**config.mk**
```make
export PLATFORM = sky130hd
export DESIGN_NAME = mapa_write_arbiter_flat
export DESIGN_NICKNAME = d
export VERILOG_FILES = /design/src/rtl/mapa_write_arbiter_if.sv /design/src/rtl/mapa_write_arbiter.sv /design/src/flat_wrapper.sv
export SDC_FILE = /design/constraint.sdc
export NUM_CORES = 1
export LEC_CHECK = 0
export CAP_MARGIN = 15
export CORE_UTILIZATION = 45
export DETAILED_ROUTE_END_ITERATION = 8
export PLACE_DENSITY = 0.83
export SLEW_MARGIN = 20
export SYNTH_ARGS = -nofsm -noshare
export SYNTH_HDL_FRONTEND = slang
export SYNTH_SLANG_ARGS = --single-unit
```
**constraint.sdc**
```tcl
create_clock -name clk_i -period 3 [get_ports clk_i]
set_input_delay 0.45 -clock clk_i [delete_from_list [all_inputs] [get_ports clk_i]]
set_output_delay 0.45 -clock clk_i [all_outputs]
set_load 0.05 [all_outputs]
```
**src/rtl/mapa_write_arbiter_if.sv**
```systemverilog
// Purpose: groups the map-RAM write port, CPU/detector request channels and clear control.
// Latency: none (wiring only).
// Backpressure: requesters hold *_req until the matching one-cycle *_ack pulse.
//
// Ports (master = requester/testbench side, slave = arbiter side):
//   write_window  high = map RAM writes permitted (VGA blanking)
//   clear_req     one-cycle pulse starting a full-map clear
//   cpu_req/addr/dat, cpu_ack           CPU cell-write channel
//   det_req/addr/color/forma, det_ack   detector auto-mark channel
//   mapa_addr/mapa_dat/mapa_wr          map RAM write port
//   busy                                clear sweep in progress
interface mapa_write_arbiter_if #(
  parameter int ADDR_W = 6,
  parameter int DATA_W = 4
);
  logic              write_window;
  logic              clear_req;
  logic              cpu_req;
  logic [ADDR_W-1:0] cpu_addr;
  logic [DATA_W-1:0] cpu_dat;
  logic              cpu_ack;
  logic              det_req;
  logic [ADDR_W-1:0] det_addr;
  logic [1:0]        det_color;
  logic [1:0]        det_forma;
  logic              det_ack;
  logic [ADDR_W-1:0] mapa_addr;
  logic [DATA_W-1:0] mapa_dat;
  logic              mapa_wr;
  logic              busy;

  modport master (
    output write_window, clear_req,
    output cpu_req, cpu_addr, cpu_dat,
    output det_req, det_addr, det_color, det_forma,
    input  cpu_ack, det_ack, mapa_addr, mapa_dat, mapa_wr, busy
  );

  modport slave (
    input  write_window, clear_req,
    input  cpu_req, cpu_addr, cpu_dat,
    input  det_req, det_addr, det_color, det_forma,
    output cpu_ack, det_ack, mapa_addr, mapa_dat, mapa_wr, busy
  );
endinterface

```
**src/rtl/mapa_write_arbiter.sv**
```systemverilog
// Purpose: single writer for the 8x8 maze-map RAM, sharing it between CPU, detector and a clear sweep.
// Latency: write + ack appear one cycle after the grant decision; a clear takes MAP_CELLS window-high cycles.
// Backpressure: writes only while write_window is high; losers and requests during a clear stay pending.
//
// Ports:
//   clk_i   system clock, rising edge
//   rst_ni  asynchronous active-low reset
//   bus     mapa_write_arbiter_if.slave (request channels in, map write port/acks/busy out)
module mapa_write_arbiter #(
  parameter int ADDR_W     = 6,
  parameter int DATA_W     = 4,
  parameter int MAP_CELLS  = 64,
  parameter int CLEAR_CODE = 0
) (
  input logic                  clk_i,
  input logic                  rst_ni,
  mapa_write_arbiter_if.slave  bus
);

  typedef enum logic {ST_IDLE, ST_CLEAR} state_e;

  state_e            state_q, state_d;
  logic              ptr_q, ptr_d;          // 0: CPU wins next contest, 1: detector wins
  logic [ADDR_W-1:0] cnt_q, cnt_d;
  logic              wr_q, wr_d;
  logic [ADDR_W-1:0] addr_q, addr_d;
  logic [DATA_W-1:0] dat_q, dat_d;
  logic              cpu_ack_q, cpu_ack_d;
  logic              det_ack_q, det_ack_d;
  logic              busy_q, busy_d;

  logic              cpu_ok, det_ok, pick_det;
  logic [DATA_W-1:0] det_code;

  // A source whose ack is high this cycle is still holding its old request;
  // masking it here is what makes one held request produce exactly one write.
  assign cpu_ok = bus.cpu_req & ~cpu_ack_q;
  assign det_ok = bus.det_req & ~det_ack_q;

  // Detector classification -> cell code: 1 empty, 3 unknown object, 4..6 by colour.
  always_comb begin
    det_code = DATA_W'(1);
    if (bus.det_color != 2'b00) begin
      if (bus.det_forma == 2'b00) det_code = DATA_W'(3);
      else                        det_code = DATA_W'(3 + int'(bus.det_color));
    end
  end

  always_comb begin
    state_d   = state_q;
    ptr_d     = ptr_q;
    cnt_d     = cnt_q;
    wr_d      = 1'b0;
    addr_d    = addr_q;
    dat_d     = dat_q;
    cpu_ack_d = 1'b0;
    det_ack_d = 1'b0;
    busy_d    = 1'b0;
    pick_det  = 1'b0;

    case (state_q)
      ST_IDLE: begin
        if (bus.clear_req) begin
          state_d = ST_CLEAR;
          cnt_d   = '0;
          busy_d  = 1'b1;
        end else if (bus.write_window && (cpu_ok || det_ok)) begin
          if (cpu_ok && det_ok) begin
            pick_det = ptr_q;
            ptr_d    = ~ptr_q;
          end else begin
            pick_det = det_ok;
          end
          wr_d = 1'b1;
          if (pick_det) begin
            addr_d    = bus.det_addr;
            dat_d     = det_code;
            det_ack_d = 1'b1;
          end else begin
            addr_d    = bus.cpu_addr;
            dat_d     = bus.cpu_dat;
            cpu_ack_d = 1'b1;
          end
        end
      end

      ST_CLEAR: begin
        // Busy follows the state of the decision cycle, so it stays high
        // through the last sweep write and falls together with it.
        busy_d = 1'b1;
        if (bus.write_window) begin
          wr_d   = 1'b1;
          addr_d = cnt_q;
          dat_d  = DATA_W'(CLEAR_CODE);
          cnt_d  = cnt_q + ADDR_W'(1);
          if (cnt_q == ADDR_W'(MAP_CELLS - 1)) state_d = ST_IDLE;
        end
      end

      default: state_d = ST_IDLE;
    endcase
  end

  always_ff @(posedge clk_i or negedge rst_ni) begin
    if (!rst_ni) begin
      state_q   <= ST_IDLE;
      ptr_q     <= 1'b0;
      cnt_q     <= '0;
      wr_q      <= 1'b0;
      addr_q    <= '0;
      dat_q     <= '0;
      cpu_ack_q <= 1'b0;
      det_ack_q <= 1'b0;
      busy_q    <= 1'b0;
    end else begin
      state_q   <= state_d;
      ptr_q     <= ptr_d;
      cnt_q     <= cnt_d;
      wr_q      <= wr_d;
      addr_q    <= addr_d;
      dat_q     <= dat_d;
      cpu_ack_q <= cpu_ack_d;
      det_ack_q <= det_ack_d;
      busy_q    <= busy_d;
    end
  end

  assign bus.mapa_wr   = wr_q;
  assign bus.mapa_addr = addr_q;
  assign bus.mapa_dat  = dat_q;
  assign bus.cpu_ack   = cpu_ack_q;
  assign bus.det_ack   = det_ack_q;
  assign bus.busy      = busy_q;

endmodule

```
**src/flat_wrapper.sv**
```systemverilog
// flat-port wrapper written by rule: the top's interface ports become plain ports
module mapa_write_arbiter_flat 
#(
  parameter int ADDR_W     = 6,
  parameter int DATA_W     = 4,
  parameter int MAP_CELLS  = 64,
  parameter int CLEAR_CODE = 0
)
  (clk_i, rst_ni, bus_write_window, bus_clear_req, bus_cpu_req, bus_cpu_addr, bus_cpu_dat, bus_det_req, bus_det_addr, bus_det_color, bus_det_forma, bus_cpu_ack, bus_det_ack, bus_mapa_addr, bus_mapa_dat, bus_mapa_wr, bus_busy);
  mapa_write_arbiter_if #(.ADDR_W(ADDR_W), .DATA_W(DATA_W)) bus_i ();
  input logic clk_i;
  input logic rst_ni;
  input wire logic [$bits(bus_i.write_window)-1:0] bus_write_window;
  input wire logic [$bits(bus_i.clear_req)-1:0] bus_clear_req;
  input wire logic [$bits(bus_i.cpu_req)-1:0] bus_cpu_req;
  input wire logic [$bits(bus_i.cpu_addr)-1:0] bus_cpu_addr;
  input wire logic [$bits(bus_i.cpu_dat)-1:0] bus_cpu_dat;
  input wire logic [$bits(bus_i.det_req)-1:0] bus_det_req;
  input wire logic [$bits(bus_i.det_addr)-1:0] bus_det_addr;
  input wire logic [$bits(bus_i.det_color)-1:0] bus_det_color;
  input wire logic [$bits(bus_i.det_forma)-1:0] bus_det_forma;
  output wire logic [$bits(bus_i.cpu_ack)-1:0] bus_cpu_ack;
  output wire logic [$bits(bus_i.det_ack)-1:0] bus_det_ack;
  output wire logic [$bits(bus_i.mapa_addr)-1:0] bus_mapa_addr;
  output wire logic [$bits(bus_i.mapa_dat)-1:0] bus_mapa_dat;
  output wire logic [$bits(bus_i.mapa_wr)-1:0] bus_mapa_wr;
  output wire logic [$bits(bus_i.busy)-1:0] bus_busy;
  assign bus_i.write_window = bus_write_window;
  assign bus_i.clear_req = bus_clear_req;
  assign bus_i.cpu_req = bus_cpu_req;
  assign bus_i.cpu_addr = bus_cpu_addr;
  assign bus_i.cpu_dat = bus_cpu_dat;
  assign bus_i.det_req = bus_det_req;
  assign bus_i.det_addr = bus_det_addr;
  assign bus_i.det_color = bus_det_color;
  assign bus_i.det_forma = bus_det_forma;
  assign bus_cpu_ack = bus_i.cpu_ack;
  assign bus_det_ack = bus_i.det_ack;
  assign bus_mapa_addr = bus_i.mapa_addr;
  assign bus_mapa_dat = bus_i.mapa_dat;
  assign bus_mapa_wr = bus_i.mapa_wr;
  assign bus_busy = bus_i.busy;
  mapa_write_arbiter #(.ADDR_W(ADDR_W), .DATA_W(DATA_W), .MAP_CELLS(MAP_CELLS), .CLEAR_CODE(CLEAR_CODE)) u_core (.clk_i(clk_i), .rst_ni(rst_ni), .bus(bus_i));
endmodule
```
* After elaboration in Yosys (flattened, before gate mapping) *
Index checks and enable logic that the tools add are counted.

word-level totals
  register bits after elaboration = 22
  input bits = 26
  output and inout port bits = 14

operators by class
  $add $sub $neg = 2
  equality and inequality tests = 5
  mux-type cells = 36
  bitwise gates (word level) = 7
  reductions and logical operators = 8

operator list
  operator                                                                  number
  6-bit 2-to-1 mux                                                          6
  4-bit 2-to-1 mux                                                          6
  6-bit case mux with 2 select lines                                        2
  1-bit 2-to-1 mux                                                          18
  4-bit case mux with 2 select lines                                        1
  6-bit by 1-bit adder with 6-bit output (second input constant)            1
  6-bit == test (second input constant)                                     1
  2-bit inequality test (second input constant)                             3
  1-bit case mux with 2 select lines                                        3
  1-bit NOT                                                                 5
  4-bit AND reduction                                                       1
  2-bit by 2-bit adder with 3-bit output (first input constant)             1
  3-bit AND reduction                                                       1
  1-bit bitwise AND                                                         2
  1-bit logical AND                                                         2
  2-bit zero test                                                           1
  2-bit by 1-bit inequality test with 1-bit output (second input constant)  1
  2-bit AND reduction                                                       1
  2-bit nonzero test                                                        1
  1-bit logical OR                                                          1

* Logic depth before layout (Yosys ltp) *
Gate-level depths: netlist of the first run.

  depth after elaboration = 11
  gate-level depth with buffers = 6

* Worst setup path before layout of the first run *
Ideal clock, no wire load.

  kind = reg-to-reg
  from = register u_core.det_ack_q (netlist: u_core.bus.det_ack)
  to = register u_core.dat_q[0] (netlist: u_core.bus.mapa_dat[0])
  arrival time = 1.504 ns
  data required time = 2.910 ns
  setup slack = 1.406 ns
  stages on the path, launching flop included = 6
  buffers on the path = 1
  path through = dfrtp_1 > and2b_4 > o21ai_2 > buf_6 > nand3_2 > o31ai_4

on the way
  cells in the longest elaborated chain, start to end = 11
  elaborated cells on any way between the ends = 15

RTL lines
  what                                RTL line                   RTL
  start: declaration                  mapa_write_arbiter.sv:29   logic det_ack_q, det_ack_d;
  start signal: assignment            mapa_write_arbiter.sv:123  det_ack_q <= det_ack_d;
  1-bit NOT *                         mapa_write_arbiter.sv:38   assign det_ok = bus.det_req & ~det_ack_q;
  1-bit bitwise AND *                 mapa_write_arbiter.sv:38
  1-bit logical AND                   mapa_write_arbiter.sv:68   if (cpu_ok && det_ok) begin
  1-bit 2-to-1 mux                    mapa_write_arbiter.sv:68
  1-bit 2-to-1 mux                    mapa_write_arbiter.sv:67   end else if (bus.write_window && (cpu_ok || det_ok)) begin
  1-bit 2-to-1 mux                    mapa_write_arbiter.sv:63   if (bus.clear_req) begin
  1-bit 2-to-1 mux                    mapa_write_arbiter.sv:61   case (state_q)
  4-bit 2-to-1 mux                    mapa_write_arbiter.sv:75   if (pick_det) begin
  4-bit 2-to-1 mux                    mapa_write_arbiter.sv:67
  4-bit 2-to-1 mux                    mapa_write_arbiter.sv:63
  4-bit case mux with 2 select lines  mapa_write_arbiter.sv:61
  end signal: assignment              mapa_write_arbiter.sv:121  dat_q <= dat_d;
  end: declaration                    mapa_write_arbiter.sv:27   logic [DATA_W-1:0] dat_q, dat_d;

Every way passes the cells marked *; elsewhere a longest branch is shown, timed or not. The select of a mux whose other input is x is not followed.
A chain may end at the register's enable or synchronous reset.

* Worst setup path after layout of the first run *
  from = register u_core.cpu_ack_q (netlist: u_core.bus.cpu_ack)
  to = output port bus_cpu_ack

RTL lines
  what                      RTL line                   RTL
  start: declaration        mapa_write_arbiter.sv:28   logic cpu_ack_q, cpu_ack_d;
  start signal: assignment  mapa_write_arbiter.sv:122  cpu_ack_q <= cpu_ack_d;
  end: declaration          flat_wrapper.sv:22         output wire logic [$bits(bus_i.cpu_ack)-1:0] bus_cpu_ack;

No word-level cell between the ends.

==> results by group, run 1 <==
Flow run
  – Maximum capacitance violations: 0

Worst setup path
  – Worst path slowest cell: clkdlybuf4s50_1
  – Launch instance of the worst register-to-register path: u_core.bus.det_ack
  – Cell-by-cell listing of the critical path: clkdlybuf4s50_1
  – Slowest Stage Delay on Critical Path: 0.83 ns
  – Setup Crit Path Kind: flip-flop to primary output
  – R2R Setup Slk: 1.34 ns
  – Data arrival, critical path: 1.58 ns
  – Crit path buf inv count: 1
  – Endpoint kind of the worst setup timing path: primary output
  – Element type at the critical path start: flip-flop
  – R2r worst-path depth: 4
  – Largest fanout on the critical path: 3
  – Reg-to-Reg End: u_core.bus.mapa_dat[3]
  – Cell family with the largest share of critical-path delay: buffers and inverters
  – Worst endpoint required time: 2.55 ns

Detailed routing
  – Routed wire per std cell: 15.3 microns
  – Drt drc: 0
  – Vias per cell: roughly 5.6
  – Total detailed-routing wirelength: about 2.8 mm
  – Antenna Nets Post-Route: 0
  – Drt pass-1 iters: 4
  – DR vias: roughly 1,000
  – Number of DRC markers after the initial detailed-route iteration: 26

Final layout
  – Number of fill cells in the layout: about 210
  – Area growth, synth to finish: 32.9%
  – Number of antenna repair diodes: 0
  – Util after Layout: between 60 and 70%
  – Layout cell share with drive strength beyond 1: roughly 16%
  – Nets: about 180

Timing
  – Tcrit/Tclk final: 67.7%
  – Total Negative Setup Slacks: 0 ns
  – Max Fclk: 493 MHz
  – Max-slew headroom at the worst pin: between 40% and 50%
  – Max Slew Vio Count: 0
  – Unrepaired setup endpoints after global routing: false
  – Final Hold Fails: 0
  – Slew @ Worst Pin: 0.830 ns
  – Max Clock Skew: 0.00660 ns
  – Post-layout minimum cycle time: 2.03 ns
  – Number of endpoints failing setup at the final stage: 0

Pwr
  – Cell Pwr Density: around 560 nW/um^2
  – Portion of total power attributed to sequential cells: a little under half
  – Leakage component of the power: 0.686 nW
  – Part of the power in the clock network: 14.1%
  – Total net switching power: 0.362 mW
  – Int Pwr: 0.566 mW
  – Highest ir drop seen on vdd: 0.000405 V
  – Share of total power in combinational logic: 39.4%
  – Net Sw Frac: 39.0%

Clocking
  – CTS clock-pin slew for the worst setup and hold paths: between 0.1 and 0.15 ns
  – Number of gates resized after cts: 0
  – Cell at the root of the clock tree: clkbuf_4
  – Number of buffers inserted during clock tree synthesis: 3
  – Insertion delay to the later sink of the worst-skew pair: between 0.2 and 0.3 ns
  – Maximum count of clock buffers along a single path: 2
  – Clock net sink count: 22
  – CTS tree: built
  – Count of hold buffers inserted by post-cts repair: 0
  – Post-CTS setup buffer count: 0
  – H-Tree Level Count: 1

Logic synthesis
  – Async set-reset flop share out of synthesis: 100%
  – Count of cell types in the netlist: 38
  – Sequential-to-total area share from yosys stat: between 40% and 50%
  – Syn_nets: 142
  – Post-Syn Area per Cell: ~11 sq um
  – Synth Register Bits: 22
  – Most used flip-flop cell after synthesis: dfrtp_1
  – Post-synth design cell area: around 1200 sq um
  – Synthesized instance count: 113
  – Yosys synthesis warning count: 0
  – EDFF count, synth: 0

Floorplanning
  – Top-Level Pins: 40
  – Core area: 2540 sq um
  – FP Rows: 18
  – Die W: 54.6 microns
  – Initial cell density of the core: 48.9%
  – Die height: 54.6 microns
  – Die footprint: about 3000 sq um

Global routing
  – Residual overflow from global routing: 0
  – Pin count of the biggest net entering global routing: 23
  – Global-route wire length before repair: 4.40 mm
  – Number of global-route vias before repair: 1,006
  – GRT Overall Usage: 20.5%
  – Number of antenna violations at the first check in global routing: 0

Place
  – Number of buffers inserted by port buffering: 39
  – Routability Congestion: 0.810
  – DPL Wire Length: 2.12 mm

Run status
  – Status: complete, no violations

Min path
  – Hold crit path type: input pin to async pin
[registers in the layout, indices dropped and copies added, names as in the netlist]
| signal | flops |
|---|---|
| u_core.ptr_q | 1 |
| u_core.bus.cpu_ack | 1 |
| u_core.bus.busy | 1 |
| u_core.bus.mapa_addr | 6 |
| u_core.bus.mapa_wr | 1 |
| u_core.bus.det_ack | 1 |
| u_core.cnt_q | 6 |
| u_core.state_q | 1 |
| u_core.bus.mapa_dat | 4 |
[final cells by class]
type                       count  area (sq um)  share of cell area, %
multi-input combinational     83           647                   39.1
sequential                    22           551                   33.3
timing repair buffer          39           385                   23.3
tap                           30          37.5                   2.27
clock buffer                   3          22.5                   1.36
inverter                       3          11.3                  0.681
[kinds of logic (layout without fill, tap and decap cells)]
kind of cell / after synthesis / count (layout) / share of synthesized area, %
DFF: 22 / 22 / 44.2
adders and majority gates: 3 / 3 / 3.02
buffers and inverters: 8 / 45 / 3.82
and+or+nand+nor: 48 / 48 / 25.2
AOI/OAI and AO/OA: 21 / 21 / 15.2
muxes: 8 / 8 / 6.43
xor gates and xnor gates: 3 / 3 / 2.11
[cells in the mapped netlist, types with 2 or more instances]
cell type / n / area (sq um)
a32o_1: 2 / 20.0
buf_2: 2 / 10.0
buf_4: 2 / 15.0
dfrtp_1: 22 / 551
ha_1: 3 / 37.5
inv_1: 3 / 11.3
mux2i_1: 8 / 80.1
nand2_1: 9 / 33.8
nand2b_1: 2 / 12.5
nand3_1: 15 / 75.1
nand3_2: 2 / 20.0
nand4_1: 2 / 12.5
nor2_1: 4 / 15.0
nor2_2: 2 / 12.5
o211ai_2: 5 / 62.6
o21a_1: 2 / 15.0
o21ai_0: 2 / 10.0
o21ai_1: 4 / 20.0
o21ai_2: 2 / 17.5
xnor2_1: 2 / 17.5
[through the flow]
step	cells	hold slack, ns	instance area, sq um	total power [mW]	setup WS, ns
after floorplan	113	0.154	1240	0.664	1.41
after global placement	177	0.484	1640	0.790	0.828
after detailed placement	177	0.496	1640	0.800	0.790
after CTS	180	0.512	1660	0.932	0.957
after global routing	180	0.132	1650	0.973	0.931
final	180	0.106	1650	0.928	0.970
[layer usage]
| layer | vias to the layer above | routed length (microns) | track usage [%] |
|---|---|---|---|
| li1 | 480 | - | - |
| met4 | 0 | 40 | 4.27 |
| met1 | 480 | 1140 | 26.3 |
| met2 | 45 | 1420 | 35.9 |
| met5 | - | 0 | 0 |
| met3 | 6 | 150 | 3.06 |
[cells in the final DEF (no fill, tap or decap), types with 3 or more instances in the layout]
cell type,synthesis,layout
o211ai_2,5,5
clkdlybuf4s50_1,0,38
nor2_1,4,4
o21ai_1,4,4
clkbuf_4,0,3
ha_1,3,3
nand2_1,9,9
mux2i_1,8,8
nand3_1,15,15
dfrtp_1,22,22
inv_1,3,3
[power groups by stage]
stage / sequential, mW / clock, mW / combinational [mW]
final: 0.431 / 0.131 / 0.366
after global routing: 0.437 / 0.146 / 0.390
after CTS: 0.428 / 0.134 / 0.370
after detailed placement: 0.433 / 0 / 0.367
after global placement: 0.432 / 0 / 0.358
after floorplan: 0.518 / 0 / 0.146
[worst max path at each step]
stage,start,endpoint,slack (ns),cells past startpoint
final,u_core.bus.cpu_ack,bus_cpu_ack,0.97,1
after global routing,u_core.bus.cpu_ack,bus_cpu_ack,0.93,1
after CTS,u_core.bus.cpu_ack,bus_cpu_ack,0.96,1
after detailed placement,bus_det_req,u_core.bus.mapa_dat[3],0.79,5
after global placement,bus_det_req,u_core.bus.mapa_dat[3],0.83,5
after floorplan,u_core.bus.det_ack,u_core.bus.mapa_dat[0],1.41,5
Power figures use the tool's default switching activity.
==> run 2: changes to the inputs <==
Settings changed: CORE_UTILIZATION 45 to 41, PLACE_DENSITY 0.83 to 0.8.
Clock period 3 ns to 1.7 ns, I/O delays scaled along.
==> run 2 against run 1 <==
  * The flow now finishes with violations (DRC)
  * Cell count is 7.2% higher
  * Flip-flop and latch count unchanged
  * First-iteration DRC count rose by 19%
  * Clock skew increased by 0.0012 ns
  * Setup slack lost 0.80 ns
  * Register-to-register slack worse by 1.2 ns
==> results by group, run 2 (synthesis results as in run 1) <==
Global routing
  – GRT Overall Usage: 18.1% (-2.4 points)
  – Number of global-route vias before repair: 997 (-0.89%)
  – Residual overflow from global routing: 0 (unchanged)
  – Pin count of the biggest net entering global routing: 23 (unchanged)
  – Number of antenna violations at the first check in global routing: 0 (unchanged)
  – Global-route wire length before repair: 4.60 mm (+4.6%)

Floorplanning
  – Initial cell density of the core: 44.4% (-4.5 points)
  – FP Rows: 19 (+1)
  – Top-Level Pins: 40 (unchanged)
  – Die footprint: 3260 sq um (+9.4%)
  – Core area: 2810 sq um (+10%)
  – Die height: 57.1 microns (+4.6%)
  – Die W: 57.1 microns (+4.6%)

Final layout
  – Nets: 192 (+6.1%)
  – Commonest cells after routing, fill and taps aside: clkdlybuf4s50_1 (25), buf_4 (24), dfrtp_1 (22)
  – Area growth, synth to finish: 40.6%
  – Sequential cell area in the final layout: 551 sq um (unchanged)
  – Layout cell share with drive strength beyond 1: 30.2% (+14 points)
  – Number of fill cells in the layout: 240 (+15%)
  – Area of the multi-input gates: 647 sq um (unchanged)
  – Util after Layout: 62.4% (-2.6 points)
  – Commonest non-fill, non-tap cell in the layout: clkdlybuf4s50_1
  – Number of antenna repair diodes: 0 (unchanged)
  – Fin cells: 193 (+7.2%)

Clocking
  – Count of hold buffers inserted by post-cts repair: 0 (unchanged)
  – Maximum count of clock buffers along a single path: 2 (unchanged)
  – Number of gates resized after cts: 0 (unchanged)
  – CTS tree: built
  – H-Tree Level Count: 1 (unchanged)
  – Number of buffers inserted during clock tree synthesis: 3 (unchanged)
  – CTS clock-pin slew for the worst setup and hold paths: 0.13 ns (about the same)
  – Insertion delay to the later sink of the worst-skew pair: 0.31 ns (+0.02 ns)
  – Clock net sink count: 22 (unchanged)
  – Post-CTS setup buffer count: 0 (unchanged)
  – Cell at the root of the clock tree: clkbuf_4

Min path
  – Hold crit path type: input pin to async pin

Detailed routing
  – Antenna Nets Post-Route: 0 (unchanged)
  – Drt pass-1 iters: 6 (+2)
  – DR vias: 1,032 (+2.1%)
  – Routed wire per std cell: 14.0 microns (-8.3%)
  – Vias per cell: 5.35 (-4.8%)
  – Total detailed-routing wirelength: 2.70 mm (-1.7%)
  – Drt drc: 6 (+6)
  – Number of DRC markers after the initial detailed-route iteration: 31 (+19%)

Worst setup path
  – Data arrival, critical path: 1.73 ns (+0.15 ns)
  – Reg-to-Reg End: u_core.bus.mapa_addr[0]
  – Worst endpoint required time: 1.91 ns (-0.64 ns)
  – Largest fanout on the critical path: 6 (+3)
  – Setup Crit Path Kind: flip-flop to flip-flop
  – Element type at the critical path start: flip-flop
  – Launch instance of the worst register-to-register path: u_core.bus.cpu_ack
  – R2R Setup Slk: 0.17 ns (-1.17 ns)
  – R2r worst-path depth: 5 (+1)
  – Endpoint kind of the worst setup timing path: flip-flop
  – Origin of the worst setup path: u_core.bus.cpu_ack

Pwr
  – Cell Pwr Density: 1030 nW/um^2 (+84%)
  – Highest ir drop seen on vdd: 0.000726 V (+79%)
  – Leakage component of the power: 0.780 nW (+14%)

Timing
  – Max-slew headroom at the worst pin: 81.8% (+37 points)
  – Final Hold Fails: 0 (unchanged)
  – Unrepaired setup endpoints after global routing: false
  – Max Fclk: about 650 MHz
  – Slew @ Worst Pin: 0.272 ns (-0.558 ns)
  – Final hold slack: 0.268 ns (+0.161 ns)
  – Number of endpoints failing setup at the final stage: 0 (unchanged)
  – Max Clock Skew: 0.00782 ns (+0.00121 ns)
  – Max Slew Vio Count: 0 (unchanged)
  – Post-layout minimum cycle time: 1.53 ns
  – Tcrit/Tclk final: 89.8%

Run status
  – Status: complete, but fails checks
  – Violations in the final reports: DRC

Place
  – Number of buffers inserted by port buffering: 39 (unchanged)
  – DPL Wire Length: 2.11 mm (-0.29%)
  – Post-Place Cells: 189 (+6.8%)
  – Routability Congestion: 0.836 (+3.2%)

Flow run
  – Maximum capacitance violations: 0 (unchanged)
[run 2: cell type report]
cell class | count | area share [%]
clock buffer | 3 | 1.29
clock inverter | 1 | 1.72
inverter | 3 | 0.643
multi-input combinational | 83 | 37.0
sequential | 22 | 31.5
tap | 31 | 2.22
timing repair buffer | 50 | 25.7
[run 2: worst max path at each step]
stage,endpoint
6_report,u_core.bus.mapa_addr[0]
5_1_grt,u_core.bus.mapa_addr[0]
4_1_cts,u_core.bus.mapa_addr[0]
3_5_place_dp,u_core.bus.mapa_addr[0]
3_3_place_gp,u_core.bus.mapa_addr[0]
2_1_floorplan,u_core.bus.mapa_dat[0]
[run 2: power breakdown]
part	switching [mW]	internal (mW)	leakage (nW)
Sequential	0.119	0.638	0.278
Clock	0.165	0.238	0.0279
Combinational	0.366	0.277	0.474
[run 2: layer usage]
metal,routed length [microns],GRT usage (%)
met4,0,4.88
met1,1180,23.2
met2,1400,30.9
met3,123,4.31
met5,0,0
[run 2: through the flow]
step           TNS [ns]  power (mW)  area (sq um)  setup WS [ns]
6_report              0        1.80          1750          0.173
3_3_place_gp    -0.0675        1.40          1700        -0.0675
2_1_floorplan         0        1.17          1240          0.106
4_1_cts               0        1.82          1750          0.172
5_1_grt               0        1.91          1750          0.123
3_5_place_dp     -0.102        1.41          1700        -0.0918
[run 2: critical path: stages (launching register included)]
cell and delay [ns]:
dfrtp_1 0.46, nor3b_4 0.24, nor2_2 0.06, buf_4 0.17, a211o_1 0.29, a32o_1 0.21
==> variant 1: new RTL, flow settings as in run 2 <==
`ADDR_W` is set to 6 in 3 places; all go to 7.
--- a/src/rtl/mapa_write_arbiter_if.sv
+++ b/src/rtl/mapa_write_arbiter_if.sv
@@ -11,5 +11,5 @@
 //   busy                                clear sweep in progress
 interface mapa_write_arbiter_if #(
-  parameter int ADDR_W = 6,
+  parameter int ADDR_W = 7,
   parameter int DATA_W = 4
 );
--- a/src/rtl/mapa_write_arbiter.sv
+++ b/src/rtl/mapa_write_arbiter.sv
@@ -8,5 +8,5 @@
 //   bus     mapa_write_arbiter_if.slave (request channels in, map write port/acks/busy out)
 module mapa_write_arbiter #(
-  parameter int ADDR_W     = 6,
+  parameter int ADDR_W     = 7,
   parameter int DATA_W     = 4,
   parameter int MAP_CELLS  = 64,
--- a/src/flat_wrapper.sv
+++ b/src/flat_wrapper.sv
@@ -2,5 +2,5 @@
 module mapa_write_arbiter_flat 
 #(
-  parameter int ADDR_W     = 6,
+  parameter int ADDR_W     = 7,
   parameter int DATA_W     = 4,
   parameter int MAP_CELLS  = 64,
Interface: changed (resized bus_cpu_addr, bus_det_addr and bus_mapa_addr); port bits go from 40 to 43. The function was not compared with the original's and may differ.
==> variant 1 against run 2 <==
- the run still ends with design-rule violations left
- wire length increased by 9.6%
- critical path type unchanged
- design area up 1.7%
- sequential cell count rose by 2
- via count rose by 7.3%
- worst setup slack got worse by 0.095 ns
- combinational power shrank 5.0%
- synthesized cell count rose by 9.7%
- area after synthesis up 1.3%
- critical endpoint unchanged
- sequential share of layout area grew 2.4 points
- first-iteration DRC count up 26%
- total power fell by 8.8%
==> variant 1: results (changes against run 2) <==
{
  "power": {
    "leakagePower": {"value": 0.0007782, "unit": "uW", "change": "was 0.0007797 uW"},
    "max-vdd-ir-drop": {"value": 0.4095, "unit": "mV", "change": "was 0.7258 mV"}
  },
  "logic_synthesis": {
    "syn-num-nets": {"value": 155, "change": "was 142"},
    "synthTopCellsByCount": {"value": "sky130_fd_sc_hd__dfrtp_1 (24), sky130_fd_sc_hd__nand3_1 (15), sky130_fd_sc_hd__o31ai_1 (8)", "change": "was sky130_fd_sc_hd__dfrtp_1 (22), sky130_fd_sc_hd__nand3_1 (15), sky130_fd_sc_hd__nand2_1 (9)"},
    "synth_area_leaders": {"value": "sky130_fd_sc_hd__dfrtp_1 (48%), sky130_fd_sc_hd__nand3_1 (6.0%), sky130_fd_sc_hd__o31ai_1 (4.8%)", "change": "was sky130_fd_sc_hd__dfrtp_1 (44%), sky130_fd_sc_hd__mux2i_1 (6.4%), sky130_fd_sc_hd__nand3_1 (6.0%)"},
    "portion_of_the_post_synthesis_area_used_by_sequential_elements": {"value": 0.4762, "change": "was 0.4422"},
    "post_synth_num_cell_types": {"value": 34, "change": "was 38"}
  },
  "run_status": {
    "outcome": {"value": "finished, violations left", "change": "unchanged"},
    "failed_checks": {"value": "design-rule violations", "change": "unchanged"}
  },
  "worst_setup_path": {
    "worst-r2r-setup-slack": {"value": 0.08, "unit": "ns", "change": "was 0.17 ns"},
    "cp_data_arrival_time": {"value": 1.82, "unit": "ns", "change": "was 1.73 ns"},
    "timing.critical_path.fanout_max": {"value": 8, "change": "was 6"}
  },
  "final_layout": {
    "post_route_cells_drive_above_1_share": {"value": 0.2571, "change": "was 0.3025"},
    "final-instance-count-excl-fill": {"value": 206, "change": "was 193"},
    "fillers": {"value": 225, "change": "was 240"}
  },
  "place": {
    "gp_congestion": {"value": 0.7637, "change": "was 0.8358"},
    "dp_hpwl": {"value": 2312, "unit": "um", "change": "was 2111 um"},
    "dp.cells": {"value": 202, "change": "was 189"},
    "place_worst_setup_slack": {"value": -0.2190, "unit": "ns", "change": "was -0.09177 ns"},
    "placedInstanceArea": {"value": 0.001754, "unit": "mm2", "change": "was 0.001698 mm2"}
  },
  "global_route": {
    "gr-usage-met2": {"value": 0.3605, "change": "was 0.3092"},
    "grtUsageMet1": {"value": 0.2475, "change": "was 0.2320"},
    "use_met3": {"value": 0.01814, "change": "was 0.04308"},
    "first_global_vias": {"value": 1119, "change": "was 997"},
    "grt_first_pass_wirelength": {"value": 5050, "unit": "um", "change": "was 4595 um"}
  },
  "routing": {
    "drt_first_iter_violations": {"value": 39, "change": "was 31"},
    "remaining_drc_errors": {"value": 3, "change": "was 6"},
    "avgRoutedWirePerCell": {"value": 14.38, "unit": "um", "change": "was 14.01 um"},
    "detail_route.vias_per_cell": {"value": 5.374, "change": "was 5.347"}
  },
  "timing": {
    "slew_headroom": {"value": 0.7992, "change": "was 0.8181"},
    "final-max-slew-violation-count": {"value": 0, "change": "unchanged"}
  }
}
## variant 1: cell count changes after synthesis, sizes merged, moves of 3 or more
| cell | delta |
|---|---|
| nor2b | +6 |
| a31o | +6 |
| mux2i | -6 |
| o21ai | -4 |
| clkbuf | +3 |
| o31ai | +7 |
| a21oi | +6 |
## variant 1: critical path: stages, from the launching register on
cell and delay (ns):
sky130_fd_sc_hd__dfrtp_2 0.44, sky130_fd_sc_hd__or3b_1 0.35, sky130_fd_sc_hd__buf_4 0.18, sky130_fd_sc_hd__nand2_8 0.06, sky130_fd_sc_hd__mux2_4 0.29, sky130_fd_sc_hd__o221a_1 0.20
## variant 1: through the flow
stage	setup TNS [ns]	total power (uW)	hold slack (ns)	utilization
2_1_floorplan	-0.008835	1160	-0.04059	-
3_3_place_gp	-1.505	1374	0.4559	0.6201
3_5_place_dp	-1.611	1404	0.4563	0.6201
4_1_cts	0	1659	0.2833	0.6294
5_1_grt	0	1758	0.2885	0.6294
6_report	0	1644	0.2873	0.6294
## variant 1: logic make-up after synthesis
logic type,share of synthesized area
AOI/OAI and AO/OA,0.1806
adders and majority gates,0.02977
and+or+nand+nor,0.2262
xor gates and xnor gates,0.01389
muxes,0.02480
buffers and inverters,0.04860
DFF,0.4762
## variant 1: area by class of cell
| class | instances | share of cell area |
|---|---|---|
| multi-input cells | 89 | 0.3436 |
| flip-flops and latches | 24 | 0.3387 |
| repair buffers | 54 | 0.2727 |
| well taps | 31 | 0.02178 |
| clock buffers | 4 | 0.01476 |
| inverters | 4 | 0.008433 |
## variant 1: routing by layer
layer	up-vias	share of wire	routed length [um]
li1	549	-	-
met1	525	0.43	1278
met2	31	0.52	1542
met3	2	0.043	126
met4	0	0.0054	16
met5	-	0	0
## variant 1: how the worst max path moves through the flow
| stage | startpoint | to | slack, ns | cells after the start |
|---|---|---|---|---|
| floorplan | u_core.bus.cpu_ack | u_core.bus.mapa_addr[0] | -0.009 | 5 |
| global placement | bus_cpu_req | u_core.bus.mapa_addr[0] | -0.21 | 6 |
| detailed placement | bus_cpu_req | u_core.bus.mapa_addr[0] | -0.22 | 6 |
| CTS | u_core.bus.cpu_ack | u_core.bus.mapa_addr[0] | 0.08 | 5 |
| global route | u_core.bus.cpu_ack | u_core.bus.mapa_addr[6] | 0.02 | 6 |
| finish | u_core.bus.cpu_ack | u_core.bus.mapa_addr[0] | 0.08 | 5 |
## variant 1: report_power, final
| part | switching (uW) | internal, uW |
|---|---|---|
| Sequential | 106 | 679 |
| Clock | 157 | 91.4 |
| Combinational | 361 | 250 |
| Total | 624 | 1020 |
==> variant 2: new RTL, config.mk and constraints of run 2 <==
Without the edit above. Reset style: synchronous (`rst_ni`), changed in one clocked block. Comments in the files are not updated.
--- a/src/rtl/mapa_write_arbiter.sv
+++ b/src/rtl/mapa_write_arbiter.sv
@@ -102,5 +102,5 @@
   end
 
-  always_ff @(posedge clk_i or negedge rst_ni) begin
+  always_ff @(posedge clk_i) begin
     if (!rst_ni) begin
       state_q   <= ST_IDLE;
Formal check against the unedited RTL: differs if rst_ni is asserted again (counterexample within 4 cycles, from zero or initial values and one cycle with rst_ni low); with rst_ni held inactive, the same outputs for 10 cycles.
==> variant 2 against run 2 <==
- first-iteration DRC count fell by 29%
- sequential cell count did not move
- design area fell by 8.1%
- worst setup slack got worse by 0.037 ns
- area after synthesis fell by 11%
- wire length rose by 2.2%
Power is not compared: it rests on default switching activity, and its combinational part moved more than twofold at a synthesized area within 25%.
==> variant 2: results (changes against run 2) <==
{
  "logic_synthesis": {
    "synth.avg_cell_area": {"value": 8.758, "unit": "um2", "change": "was 11.02 um2"},
    "portion_of_the_post_synthesis_area_used_by_sequential_elements": {"value": 0.3960, "change": "was 0.4422"},
    "synthTopCellsByCount": {"value": "sky130_fd_sc_hd__dfxtp_1 (22), sky130_fd_sc_hd__inv_1 (10), sky130_fd_sc_hd__a31oi_1 (9)", "change": "was sky130_fd_sc_hd__dfrtp_1 (22), sky130_fd_sc_hd__nand3_1 (15), sky130_fd_sc_hd__nand2_1 (9)"},
    "synth_area_leaders": {"value": "sky130_fd_sc_hd__dfxtp_1 (40%), sky130_fd_sc_hd__a32o_1 (6.3%), sky130_fd_sc_hd__a31oi_1 (5.1%)", "change": "was sky130_fd_sc_hd__dfrtp_1 (44%), sky130_fd_sc_hd__mux2i_1 (6.4%), sky130_fd_sc_hd__nand3_1 (6.0%)"},
    "post_synth_num_cell_types": {"value": 39, "change": "was 38"},
    "ys.flop_type": {"value": "sky130_fd_sc_hd__dfxtp_1", "change": "was sky130_fd_sc_hd__dfrtp_1"}
  },
  "routing": {
    "drt_first_iter_violations": {"value": 22, "change": "was 31"},
    "postRouteWirelength": {"value": 2763, "unit": "um", "change": "was 2704 um"},
    "dr_total_vias": {"value": 1121, "change": "was 1032"},
    "detail_route.vias_per_cell": {"value": 5.468, "change": "was 5.347"}
  },
  "global_route": {
    "grt_start_max_net_pins": {"value": 20, "change": "was 23"},
    "first_global_vias": {"value": 1020, "change": "was 997"},
    "track_usage": {"value": 0.2003, "change": "was 0.1814"}
  },
  "min_path": {
    "worst_hold_path_type": {"value": "reg2reg", "change": "was in2async"}
  },
  "final_layout": {
    "fillers": {"value": 227, "change": "was 240"},
    "post_route_cells_drive_above_1_share": {"value": 0.2229, "change": "was 0.3025"},
    "fin_nets": {"value": 205, "change": "was 192"}
  },
  "timing": {
    "max_slew.worst_pin.slew": {"value": 0.4094, "unit": "ns", "change": "was 0.2718 ns"},
    "worst_clock_skew": {"value": 0.006919, "unit": "ns", "change": "was 0.007818 ns"}
  },
  "worst_setup_path": {
    "crit_family": {"value": "buffers and inverters", "change": "was compound AO/OA/AOI/OAI gates"},
    "cp_slowest_cell": {"value": "sky130_fd_sc_hd__clkdlybuf4s50_1", "change": "was sky130_fd_sc_hd__dfrtp_1"},
    "timing.critical_path.fanout_max": {"value": 7, "change": "was 6"}
  },
  "run_status": {
    "outcome": {"value": "finished, final reports clean", "change": "was finished, violations left"}
  },
  "place": {
    "dp.cells": {"value": 201, "change": "was 189"},
    "gp_congestion": {"value": 0.8329, "change": "was 0.8358"}
  }
}
## variant 2: changes by cell type after synthesis, moves of 6 or more
cell / before / now
sky130_fd_sc_hd__nand2_1: 9 / 3
sky130_fd_sc_hd__dfrtp_1: 22 / 0
sky130_fd_sc_hd__a31oi_1: 1 / 9
sky130_fd_sc_hd__nand3_1: 15 / 3
sky130_fd_sc_hd__dfxtp_1: 0 / 22
sky130_fd_sc_hd__inv_1: 3 / 10
sky130_fd_sc_hd__mux2i_1: 8 / 2
## variant 2: final cells by class
type / count / area (um2) / area share
Clock buffer: 3 / 22.52 / 0.01401
Clock inverter: 1 / 30.03 / 0.01868
Inverter: 10 / 37.54 / 0.02335
Multi-Input combinational cell: 87 / 584.3 / 0.3634
Sequential cell: 22 / 442.9 / 0.2755
Tap cell: 30 / 37.54 / 0.02335
Timing Repair Buffer: 52 / 452.9 / 0.2817
## variant 2: logic make-up after synthesis
kind of cell,Yosys count,synth area share
fa+ha+maj,3,0.03375
compound gates,40,0.2508
simple gates,41,0.2149
xor+xnor,1,0.007875
buf+inv,18,0.07874
mux,2,0.01800
flops,22,0.3959
## variant 2: path summary, 6_finish.rpt
path	start	endpoint	slack, ns
worst min-delay path	u_core.bus.mapa_dat[1]	u_core.bus.mapa_dat[1]	0.48
worst max-delay path	bus_cpu_req	u_core.bus.mapa_addr[1]	0.14
worst min register to register	u_core.bus.mapa_dat[1]	u_core.bus.mapa_dat[1]	0.48
worst max register to register	u_core.ptr_q	u_core.bus.mapa_addr[1]	0.16
## variant 2: power by group through the flow
stage               clock (uW)  combinational, uW  sequential, uW
finish                     406                302             551
floorplan                    0                113             623
global placement             0                294             561
detailed placement           0                301             562
global route               431                324             554
CTS                        412                303             551
## variant 2: stage by stage
| stage | total power [uW] | hold WS, ns | worst slack, ns | setup TNS (ns) |
|---|---|---|---|---|
| 2_1_floorplan | 736.3 | 0.4098 | 0.05895 | 0 |
| 3_3_place_gp | 855.1 | 0.4528 | -0.1878 | -1.566 |
| 3_5_place_dp | 863.4 | 0.4519 | -0.2077 | -1.826 |
| 4_1_cts | 1266 | 0.4811 | 0.1278 | 0 |
| 5_1_grt | 1309 | 0.5045 | 0.07038 | 0 |
| 6_report | 1259 | 0.4797 | 0.1363 | 0 |
## variant 2: metal layers
layer	routed length, um	track usage	vias up
met5	0	0	-
met4	40	0.03846	0
met3	137	0.06780	7
met2	1340	0.3580	31
met1	1244	0.2303	523
li1	-	-	560
